## config.mk

```make
export PLATFORM = sky130hd
export DESIGN_NAME = l1_l2_arbiter
export DESIGN_NICKNAME = d
export VERILOG_FILES = /design/src/rtl/mem_pkg.sv /design/src/rtl/rr_pick2.sv /design/src/rtl/l1_l2_arbiter.sv
export SDC_FILE = /design/constraint.sdc
export NUM_CORES = 1
export LEC_CHECK = 0
export ABC_CLOCK_PERIOD_IN_PS = 11900
export BUFFER_PORTS_ARGS = -buffer_cell sky130_fd_sc_hd__buf_2
export CAP_MARGIN = 20
export CORE_AREA = 2 2 350 352
export CTS_BUF_LIST = sky130_fd_sc_hd__clkbuf_4 sky130_fd_sc_hd__clkbuf_8 sky130_fd_sc_hd__clkbuf_16
export DETAILED_ROUTE_END_ITERATION = 8
export DIE_AREA = 0 0 352 354
export PLACE_DENSITY = 0.4
export SLEW_MARGIN = 20
export SYNTH_ARGS = -nofsm -noshare
export SYNTH_HDL_FRONTEND = slang
export SYNTH_SLANG_ARGS = --single-unit
```

## constraint.sdc

```tcl
create_clock -name clk_i -period 11.9 [get_ports clk_i]
set_clock_uncertainty 0.2 [all_clocks]
set_input_delay 1.785 -clock clk_i [delete_from_list [all_inputs] [get_ports clk_i]]
set_output_delay 1.785 -clock clk_i [all_outputs]
set_load 0.01 [all_outputs]
```

## src/rtl/mem_pkg.sv

```systemverilog
// Shared memory-subsystem types: L1<->L2 request/response structs and the
// arbiter state/grant enums.
package mem_pkg;

  localparam int BLOCK_BITS = 128;

  typedef struct packed {
    logic                  Valid;
    logic                  Wen;
    logic [31:0]           Addr;
    logic [BLOCK_BITS-1:0] BlockData;
  } CacheToMem_t;

  typedef struct packed {
    logic                  Ready;
    logic [BLOCK_BITS-1:0] BlockData;
  } MemToCache_t;

  typedef enum logic [1:0] {
    IDLE = 2'd0,
    BUSY = 2'd1,
    RESP = 2'd2
  } ArbState_t;

  typedef enum logic {
    DAT = 1'b0,
    INS = 1'b1
  } Grant_t;

endpackage

```

## src/rtl/rr_pick2.sv

```systemverilog
// Combinational two-way round-robin selector: on contention the side that
// did not win last time is picked.
module rr_pick2
  import mem_pkg::*;
(
  input  logic   req_d,
  input  logic   req_i,
  input  Grant_t last_grant,
  output logic   gnt_valid,
  output Grant_t gnt
);

  // NOTE: every output gets a value on every path of always_comb, otherwise
  // synthesis infers a latch to hold the unassigned case.
  always_comb begin
    gnt_valid = req_d | req_i;
    if (req_d && req_i) begin
      gnt = (last_grant == DAT) ? INS : DAT;
    end else if (req_d) begin
      gnt = DAT;
    end else begin
      gnt = INS;
    end
  end

endmodule

```

## src/rtl/l1_l2_arbiter.sv

```systemverilog
// Registered round-robin arbiter between L1 data and L1 instruction caches
// and the shared L2: latches the winning request, holds it until L2 Ready.
module l1_l2_arbiter
  import mem_pkg::*;
(
  input  logic        clk_i,
  input  logic        rst_i,
  input  CacheToMem_t l1Dat_i,
  input  CacheToMem_t l1Ins_i,
  input  MemToCache_t L2Out_i,
  output MemToCache_t l1Dat_o,
  output MemToCache_t l1Ins_o,
  output CacheToMem_t L2In_o,
  output logic [15:0] conflicts_o
);

  ArbState_t             state_q;
  Grant_t                last_grant_q;
  CacheToMem_t           req_q;
  logic [BLOCK_BITS-1:0] resp_q;
  logic [15:0]           conflicts_q;

  CacheToMem_t           ins_req;
  logic                  gnt_valid;
  Grant_t                gnt;

  // The instruction side may never write L2.
  always_comb begin
    ins_req     = l1Ins_i;
    ins_req.Wen = 1'b0;
  end

  rr_pick2 u_pick (
    .req_d      (l1Dat_i.Valid),
    .req_i      (l1Ins_i.Valid),
    .last_grant (last_grant_q),
    .gnt_valid  (gnt_valid),
    .gnt        (gnt)
  );

  // last_grant_q doubles as the owner of the in-flight transaction.
  // NOTE: sequential state uses non-blocking assignments so every register
  // samples pre-edge values regardless of statement order.
  always_ff @(posedge clk_i or posedge rst_i) begin
    if (rst_i) begin
      state_q      <= IDLE;
      last_grant_q <= INS;
      req_q        <= '0;
      resp_q       <= '0;
      conflicts_q  <= '0;
    end else begin
      case (state_q)
        IDLE: begin
          if (l1Dat_i.Valid && l1Ins_i.Valid && (conflicts_q != 16'hFFFF)) begin
            conflicts_q <= conflicts_q + 16'd1;
          end
          if (gnt_valid) begin
            req_q        <= (gnt == DAT) ? l1Dat_i : ins_req;
            last_grant_q <= gnt;
            state_q      <= BUSY;
          end
        end
        BUSY: begin
          if (L2Out_i.Ready) begin
            resp_q  <= L2Out_i.BlockData;
            state_q <= RESP;
          end
        end
        RESP:    state_q <= IDLE;
        default: state_q <= IDLE;
      endcase
    end
  end

  // Strobes decode from the state register so reset clears them at once.
  always_comb begin
    L2In_o             = req_q;
    L2In_o.Valid       = (state_q == BUSY);
    l1Dat_o.Ready      = (state_q == RESP) && (last_grant_q == DAT);
    l1Dat_o.BlockData  = resp_q;
    l1Ins_o.Ready      = (state_q == RESP) && (last_grant_q == INS);
    l1Ins_o.BlockData  = resp_q;
  end

  assign conflicts_o = conflicts_q;

endmodule
```

== Word level (Yosys, flattened, before mapping) ==
Cells that the tools add are included.

* $add $sub $neg: 1
* Equal/unequal tests: 5
* Multiplexer cells: 7
* Bitwise logic cells: 2
* Reduce and logical (&&, ||, !) cells: 9

{| class="wikitable"
|+ Operators with widths
! cell !! number
|-
| $mux 161 || 1
|-
| $add 16x1->16 const B || 1
|-
| $ne 16x16->1 const B || 1
|-
| $reduce_and 2->1 || 4
|-
| $logic_and 1x1->1 || 4
|-
| $mux 2 || 2
|-
| $ne 2x2->1 const B || 2
|-
| $pmux 2 s2 || 1
|-
| $mux 1 || 3
|-
| $eq 2x1->1 const B || 1
|-
| $eq 2x2->1 const B || 1
|-
| $logic_not 2->1 || 1
|-
| $not 1->1 || 1
|-
| $or 1x1->1 || 1
|}

* Register bits after elaboration: 308
* Input bits: 455
* Output and inout bits: 436
* Logic and storage cells: 31

== Depth between registers and ports, before layout ==
Gate-level depths: netlist (run 1).

* Word-level depth: 3
* Gate-level depth with buffers: 8
* Mapped depth without buffers: 5

== By module ==
Synthesis (run 1) repeated with hierarchy kept, for this count alone.

* Cell total of the unflattened synthesis: 1,179
* Area total of the unflattened synthesis: 13,938.4 sq um

{| class="wikitable"
|+ By module, submodules not included
! module !! times used !! cells each !! area an instance (sq um) !! seq. area each (sq um)
|-
| l1_l2_arbiter || 1 || 1,176 || 13,923.4 || 7,708.6
|-
| rr_pick2 || 1 || 3 || 15.0 || 0.0
|}

== Worst setup path after synthesis (run 1) ==
No wires, ideal clock.

* Path type: input port to flip-flop
* Start point: in l1Ins_i[161] in the netlist's numbering
* End point: reg req_q, in the netlist L2In_o[10]
* Library setup time: 132 ps
* Data arrival time: 2,679 ps
* Data required time: 11,568 ps
* Path slack: 8,889 ps
* Stages: 7
* Buffers on the path: 3
* Path through: inv_1 > o21ai_1 > buf_2 > buf_6 > clkbuf_4 > mux2i_1 > o21ai_1

* Longest elaborated chain between the ends: 3
* Elaborated cells on any way between the ends: 5
* Those cells by class: 2 x mux; 1 x bitwise; 2 x reduce/logical

{| class="wikitable"
|+ Ends and longest elaborated chain
! item !! line !! text
|-
| start, declared || l1_l2_arbiter.sv:9 || <nowiki>input CacheToMem_t l1Ins_i,</nowiki>
|-
| $logic_and 1x1->1 || rr_pick2.sv:17 || <nowiki>if (req_d && req_i) begin</nowiki>
|-
| $mux 1 || rr_pick2.sv:17 ||
|-
| $mux 161 || l1_l2_arbiter.sv:58 || <nowiki>req_q <= (gnt == DAT) ? l1Dat_i : ins_req;</nowiki>
|-
| end signal, assigned || l1_l2_arbiter.sv:58 ||
|-
| end, declared || l1_l2_arbiter.sv:19 || <nowiki>CacheToMem_t req_q;</nowiki>
|}

Several ways; a longest one is shown, not always the timed one.
A chain may end at the register's enable or synchronous reset.

== Worst setup path in the final report (run 1) ==
* Start point: in l1Ins_i[161] in the netlist's numbering
* End point: reg req_q, in the netlist L2In_o[157]

Same word-level chain as after synthesis.

==> summary.md, run 1 <==
| Metric | Value |
|---|---|
| DR WL/cell | `roughly 17 um` |
| Cell area after placement | `between 15,000 and 20,000 um2` |
| Pwr Density | `approximately 270 nW/um2` |
| Final Cell Area | `around 21,000 um2` |
| Critical path's most frequent cell | `buf_4` |
| Critical path class | `in -> reg` |
| Max VDD drop | `around 100 uV` |
| R2R Setup Slk | `8.38 ns` |
| Clock sinks | `308` |
| Die H | `about 350 um` |
| Die width | `around 350 um` |
| Syn Nets | `~1,600` |
| Leak | `around 0.010 uW` |
| Fin. max-slew vios | `0` |
| Hold buffer count at cts | `0` |
| RSZ-0062 raised after global routing | `false` |
| EDFF count, synth | `0` |
| CP arrival | `roughly 4.8 ns` |
| Site row count | `128` |
| Post-CTS setup buffers | `0` |
| Max clock buf depth | `3` |
| Vias per cell | `roughly 3.1` |
| Synth top area cells | `dfrtp_1, mux2i_1, mux2_2` |
| Ys Warns | `0` |
| Max-Cap Viols | `0` |
| Crit-path max cell delay | `around 0.77 ns` |
| # nets final | `~2,400` |
| Minimum clock period | `4.571 ns` |
| Port bufs | `roughly 890` |
| Vias in the first global route | `11,570` |
| Final hold viol count | `0` |
| Least-Margin Pin Slew | `about 1.0 ns` |
| Total congestion overflow | `0` |
| Count leader, synth | `dfrtp_1` |
| Worst setup EP type | `flip-flop` |
| CTS tree | `done` |
| Pin count of the biggest net entering global routing | `between 100 and 150` |
| Sequential fraction of the synthesis area | `0.5474` |
| Post-synthesis cell type count | `38` |
| Most common library cells after synthesis | `dfrtp_1, nand2_1, mux2i_1` |
| Final Wtd Congestion | `0.8034` |
| DP HPWL | `approximately 48,000 um` |
| Crit path cell chain | `buf_2 > inv_1 > o21ai_4 > buf_4 > buf_4 > buf_4 > mux2i_1 > o21ai_0` |
| Antenna-violating nets left | `0` |
| Root Driver | `clkbuf_16` |
| Synth Instances | `~1,200` |
| CTS Buf Count | `41` |
| Area grow syn2layout | `46.58%` |
| Synth Cell Area | `approximately 14,000 um2` |
| Worst Slack Setup Final | `around 7.3 ns` |
| Die ar. | `around 120,000 um2` |
| Cell taking the most area after synthesis | `dfrtp_1` |
| DRC viols | `0` |
| Core area | `between 100,000 and 150,000 um2` |
| Async S/R FF share, synth | `1.000` |
| CTS resizes | `0` |
| Rel. slew slack | `0.3293` |
| Yosys top cell area share | `0.5455` |
| Worst path required time | `approximately 12 ns` |
| Starting density of the core | `0.1165` |
| Skew-Pair Late Insertion Delay | `0.60 ns` |
| Outcome | `finished clean` |
| Post-synth top flop | `dfrtp_1` |
| FF+latch count, synth | `308` |
| Routed WL | `a little under 60,000 um` |
| IO Pins | `a little under 900` |
| Crit-path slowest cell | `buf_4` |
| Final Util | `0.1707` |
| H-Tree Depth | `2` |
| Hold Path Class | `reg -> reg` |
| Initial antenna violation count | `5` |
| CP Launch Type | `input port` |
| Layout cells sized above 1 | `0.5685` |
| Tcrit/Tclk final | `0.3841` |
| First drt pass iteration count | `4` |
| Post-placement setup slack | `approximately 6.6 ns` |
| Initial DRC count | `421` |
| Reg clk slew, reported paths | `0.05 ns` |
| Vias | `about 11,000` |
| Maximum fanout along the worst path | `50` |
| Setup violators final | `0` |
| Fmax | `approximately 0.22 GHz` |
| Total GRT Usage | `0.09163` |
| Avg Inst Size Synth | `between 10 and 15 um2` |
| TNS Setup | `0 ns` |
| First-pass GRT wire length | `83,120 um` |
state kept, by name, summed over array words and instances, names as in the netlist:
| register | cells |
|---|---|
| conflicts_o | 16 |
| L2In_o | 161 |
| state_q | 2 |
| resp_q | 128 |
| last_grant_q | 1 |
power breakdown:
| group | leakage [uW] | internal, uW | switching, uW | total [uW] |
|---|---|---|---|---|
| registers | 0.00374 | 1560 | 350 | 1910 |
| logic | 0.00608 | 961 | 1370 | 2330 |
| clock network | 0.000671 | 739 | 513 | 1250 |
| total | 0.0105 | 3260 | 2230 | 5490 |
layer usage:
metal / GRT usage / up-vias / part of all wire
li1: - / 5456 / -
met1: 0.09804 / 5274 / 0.37
met2: 0.1620 / 493 / 0.51
met3: 0.03778 / 70 / 0.093
met4: 0.03133 / 6 / 0.029
met5: 0 / - / 0.00069
kinds of logic (layout without fill, tap and decap cells):
| logic type | count (synthesis) | in the layout | share of synthesized area |
|---|---|---|---|
| mux | 290 | 290 | 0.2179 |
| flops | 308 | 308 | 0.5474 |
| simple gates | 204 | 204 | 0.06379 |
| other cells | 0 | 2 | 0 |
| buf+inv | 199 | 976 | 0.1004 |
| xor+xnor | 12 | 12 | 0.007463 |
| fa+ha+maj | 1 | 1 | 0.0008884 |
| compound gates | 172 | 172 | 0.06211 |
cell type report:
class	instances	area, um2
inverters	3	18.77
multi-input cells	679	4981
well taps	1625	2033
repair buffers	902	4559
flip-flops and latches	308	7709
clock buffers	58	1185
diodes	2	5.005
fillers	13660	100300
clock inverters	13	151.4
final timing paths:
| check | startpoint | end | cells past startpoint |
|---|---|---|---|
| setup / recovery | l1Ins_i[161] | L2In_o[157]$_DFFE_PP0P_ | 8 |
| hold / removal | L2In_o[111]$_DFFE_PP0P_ | L2In_o[111]$_DFFE_PP0P_ | 2 |
| setup reg to reg | last_grant_q$_DFFE_PP1P_ | L2In_o[157]$_DFFE_PP0P_ | 6 |
| hold reg to reg | L2In_o[111]$_DFFE_PP0P_ | L2In_o[111]$_DFFE_PP0P_ | 2 |
| max in group asynchronous | rst_i | resp_q[106]$_DFFE_PP0P_ | 4 |
| min in group asynchronous | rst_i | resp_q[54]$_DFFE_PP0P_ | 2 |
worst max-delay path: cells and delay by family:
family,cells,cell delay [ns]
buffers and inverters,5,2.25
muxes,1,0.35
AOI/OAI and AO/OA,2,0.26
placed cells by master (no fill, tap or decap), types with 3 or more instances in the layout:
master,synthesis,layout
xor2_1,12,12
nand4_1,3,3
dfrtp_1,307,307
clkbuf_16,0,41
nand3_1,6,6
buf_2,20,889
buf_4,140,12
mux2i_1,160,160
nor3_1,5,5
o21ai_0,73,73
clkbuf_4,5,12
nor4_1,4,4
mux2_2,129,129
nand2_1,170,170
clkinv_2,0,5
a21oi_1,4,4
clkbuf_8,0,5
o21ai_1,90,89
stage by stage:
step | hold WS, ns | total power [uW] | std cells
floorplan | 0.3139 | 3366 | 1186
global placement | 0.2607 | 4342 | 3517
detailed placement | 0.2648 | 4348 | 3517
CTS | 0.2772 | 5667 | 3588
global route | 0.2956 | 5900 | 3589
finish | 0.2717 | 5488 | 3590
Note: power is estimated with default switching activity, not from simulation.
==> run 2, diff against run 1 <==
--- a/config.mk
+++ b/config.mk
@@ -5,14 +5,15 @@
 export SDC_FILE = /design/constraint.sdc
 export NUM_CORES = 1
 export LEC_CHECK = 0
-export ABC_CLOCK_PERIOD_IN_PS = 11900
+export ABC_AREA = 1
+export ABC_CLOCK_PERIOD_IN_PS = 4700
 export BUFFER_PORTS_ARGS = -buffer_cell sky130_fd_sc_hd__buf_2
 export CAP_MARGIN = 20
-export CORE_AREA = 2 2 350 352
+export CORE_AREA = 2 2 342 344
 export CTS_BUF_LIST = sky130_fd_sc_hd__clkbuf_4 sky130_fd_sc_hd__clkbuf_8 sky130_fd_sc_hd__clkbuf_16
 export DETAILED_ROUTE_END_ITERATION = 8
-export DIE_AREA = 0 0 352 354
-export PLACE_DENSITY = 0.4
+export DIE_AREA = 0 0 344 346
+export PLACE_DENSITY = 0.41
 export SLEW_MARGIN = 20
 export SYNTH_ARGS = -nofsm -noshare
 export SYNTH_HDL_FRONTEND = slang
==> constraint.sdc (replaced) <==
create_clock -name clk_i -period 4.7 [get_ports clk_i]
set_clock_uncertainty 0.2 [all_clocks]
set_input_delay 0.705 -clock clk_i [delete_from_list [all_inputs] [get_ports clk_i]]
set_output_delay 0.705 -clock clk_i [all_outputs]
set_load 0.01 [all_outputs]
==> run 2 against run 1 <==
Against the previous run: design area increased by 0.95%; via count increased by 27%; wire length increased by 36%; synthesized cell count increased by 45%; combinational power increased to 2.7 times the previous value; area after synthesis increased by 1.4%; die area decreased by 4.5%; count of clock-buffer cells in the layout increased by 3; worst hold slack got worse by 0.16 ns; power increased to 2.6 times the previous value; core utilization increased by 0.98 points.
==> summary.md, run 2 <==
| Metric | Value |
|---|---|
| Yosys top cell area share | `0.5382` |
| Crit-path max cell delay | `~0.76 ns` |
| TNS Setup | `0 ns` |
| DR WL/cell | `just over 20 um` |
| Reg-to-reg critical path startpoint | `last_grant_q$_DFFE_PP1P_` |
| FF+latch count, synth | `between 300 and 400` |
| Layout cells sized above 1 | `0.4136` |
| DP HPWL | `~63,000 um` |
| R2R Setup Slk | `~1.8 ns` |
| Critical path class | `reg -> reg` |
| Compound-Gate Fraction of Synth Area | `0.1189` |
| EDFF count, synth | `0` |
| Sequential Power Share | `0.340` |
| Tcrit/Tclk final | `0.6139` |
| Synth Area in Adders | `0.0008765` |
| H-Tree Depth | `2` |
| Most Crowded Layer GR | `met2` |
| NetSw | `6374 uW` |
| Clock power frac | `0.229` |
| Pwr Density | `just under 700 nW/um2` |
| IO Pins | `~900` |
| CP Launch Type | `flip-flop` |
| Ys Warns | `0` |
| Vias | `~14,000` |
| Initial DRC count | `between 600 and 700` |
| Outcome | `finished clean` |
| Final Util | `0.1805` |
| Count leader, synth | `nand2_1` |
| Post-synthesis cell type count | `29` |
| Skew-Pair Late Insertion Delay | `roughly 0.58 ns` |
| Antenna-violating nets left | `0` |
| Root Driver | `clkbuf_16` |
| Async S/R FF share, synth | `1.000` |
| Most common library cells after synthesis | `nand2_1, dfrtp_1, o21ai_1` |
| Reg clk slew, reported paths | `around 0.06 ns` |
| Die width | `344 um` |
| Synth top area cells | `dfrtp_1, nand2_1, buf_4` |
| Post-synthesis simple-gate area fraction | `0.2254` |
| CP Depth | `7` |
| Port bufs | `889` |
| Avg Inst Size Synth | `~8.3 um2` |
| Sequential fraction of the synthesis area | `0.5400` |
| Max clock buf depth | `3` |
| Most frequent cells in the layout | `buf_2, nand2_1, dfrtp_1` |
| Vias in the first global route | `between 10,000 and 15,000` |
| M1 GR Usage | `0.1640` |
| Minimum clock period | `a little under 3 ns` |
| Fmax | `around 0.35 GHz` |
| Synth Cell Area | `about 14,000 um2` |
| Rel. slew slack | `0.2079` |
| Vias per cell | `3.573` |
| Clock sinks | `308` |
| Multiplexer share of the synthesized area | `0` |
| Hold Path Class | `in -> reg` |
| # nets final | `slightly below 3,000` |
| CTS Buf Count | `between 40 and 50` |
| Crit path cell chain | `inv_2 > nand2_1 > nand2_8 > inv_6 > buf_12 > o21ai_1 > o21ai_1` |
| Cell taking the most area after synthesis | `dfrtp_1` |
| Critical path's most frequent cell | `o21ai_1` |
| Layout Cells excl Fill | `4,002` |
| Core area | `~120,000 um2` |
| Post-CTS setup buffers | `0` |
| Worst hold stages | `3` |
| Syn Nets | `roughly 2,200` |
| Fin. max-slew vios | `0` |
| Die H | `between 300 and 400 um` |
| Crit path to | `L2In_o[55]$_DFFE_PP0P_` |
| Pin count of the biggest net entering global routing | `around 160` |
| DRC viols | `0` |
| Crit-path slowest cell | `inv_6` |
| XOR/XNOR Fraction of Synth Area | `0.001227` |
| Max VDD drop | `between 300 and 400 uV` |
| Site row count | `between 100 and 150` |
| Final hold viol count | `0` |
| First-pass GRT wire length | `between 100,000 and 150,000 um` |
| Area grow syn2layout | `45.98%` |
| Routed WL | `between 80,000 and 90,000 um` |
| Critical path buffers and inverters | `3` |
| CTS tree | `done` |
| Net Sw Frac | `0.4398` |
| Starting density of the core | `0.1237` |
| GRT met2 Usage | `0.2167` |
| CP delay by family, top | `buffers and inverters` |
| Main combinational cell family by area after synthesis | `simple AND/OR/NAND/NOR gates` |
| Filler cell count in the final layout | `between 10,000 and 15,000` |
| Crit. Startpoint | `last_grant_q$_DFFE_PP1P_` |
| Max reg flops | `between 150 and 200` |
| Post-synth top flop | `dfrtp_1` |
| Leak | `roughly 0.011 uW` |
| M3 GR Usage | `0.04342` |
| Worst path required time | `5.00 ns` |
| Internal power | `a little over 8000 uW` |
| Reg2Reg Depth | `7` |
| Least-Margin Pin Slew | `between 1 and 1.5 ns` |
| Final Cell Area | `20,840 um2` |
| Total congestion overflow | `0` |
| # placed instances | `3,920` |
| Critical R2R Capture | `L2In_o[55]$_DFFE_PP0P_` |
| Combinational share of power | `0.430` |
| Max-Cap Viols | `0` |
| Setup violators final | `0` |
| CP arrival | `between 3 and 4 ns` |
| Total GRT Usage | `0.1304` |
| Initial antenna violation count | `39` |
| First drt pass iteration count | `5` |
| Cell area after placement | `19,410 um2` |
| Final Wtd Congestion | `0.8452` |
| Worst setup EP type | `flip-flop` |
| Die ar. | `119,000 um2` |
| Maximum fanout along the worst path | `between 90 and 100` |
| Most common cell after layout, fill and taps aside | `buf_2` |
| Synth Instances | `~1,700` |
| RSZ-0062 raised after global routing | `false` |
run 2: changes by cell type after synthesis, moves of 10 or more:
cell,delta
buf_2,+29
buf_4,+10
mux2i_1,-160
o21ai_1,+117
mux2_2,-129
nand2_1,+435
nor2_1,+175
nand3_1,+21
o21ai_2,+19
xor2_1,-10
o21ai_0,+20
inv_1,+18
run 2: worst min-delay path: stages:
cell     delay (ns)
buf_2          0.08
nand2_1        0.04
nand2_1        0.04
run 2: final cells by class:
type                            count  area (um2)  share of cell area
Clock inverter                     13       125.1            0.006004
Clock buffer                       61        1280             0.06142
Multi-Input combinational cell   1154        4967              0.2384
Sequential cell                   308        7709              0.3699
Antenna cell                        7       17.52           0.0008406
Timing Repair Buffer              907        4712              0.2261
Tap cell                         1524        1907             0.09150
Inverter                           28       121.4            0.005824
run 2: per-layer routing:
metal  wire length [um]  up-vias
met5                109        -
met4               1411       18
met3               7117      123
met2              38010      615
met1              33900     6746
li1                   -     6798
run 2: worst min-delay path by stage:
stage,startpoint,end,slack (ns)
final,L2Out_i[104],resp_q[104]$_DFFE_PP0P_,0.11
after floorplan,last_grant_q$_DFFE_PP1P_,last_grant_q$_DFFE_PP1P_,0.26
after global placement,L2In_o[101]$_DFFE_PP0P_,L2In_o[101]$_DFFE_PP0P_,0.26
after global routing,L2Out_i[102],resp_q[102]$_DFFE_PP0P_,0.07
after CTS,L2Out_i[104],resp_q[104]$_DFFE_PP0P_,0.05
after detailed placement,L2In_o[101]$_DFFE_PP0P_,L2In_o[101]$_DFFE_PP0P_,0.27
run 2: kinds of logic (layout without fill, tap and decap cells):
logic type,Yosys count,after routing
flops,308,308
other cells,0,7
fa+ha+maj,1,1
xor+xnor,2,2
compound gates,323,323
simple gates,828,828
buf+inv,254,1009
run 2: power groups by stage:
stage / Sequential [uW] / Clock, uW / Combinational, uW
finish: 4930 / 3320 / 6240
global placement: 4960 / 0 / 6420
CTS: 4950 / 3490 / 6440
detailed placement: 4970 / 0 / 6440
floorplan: 5280 / 0 / 3220
global route: 5100 / 3580 / 6930
run 2: repair_timing:
item	4_1_cts	5_1_grt
gates resized for setup	0	0
setup endpoints to repair	0	0
hold buffers	1	0
hold endpoints to repair	7	0
run 2: through the flow:
step	hold slack [ns]	power (uW)	worst slack (ns)
after floorplan	0.2567	8500	-0.3031
after global placement	0.2619	11380	1.564
after detailed placement	0.2702	11410	1.557
after CTS	0.04848	14890	1.804
after global routing	0.06726	15610	1.653
final	0.1108	14490	1.815
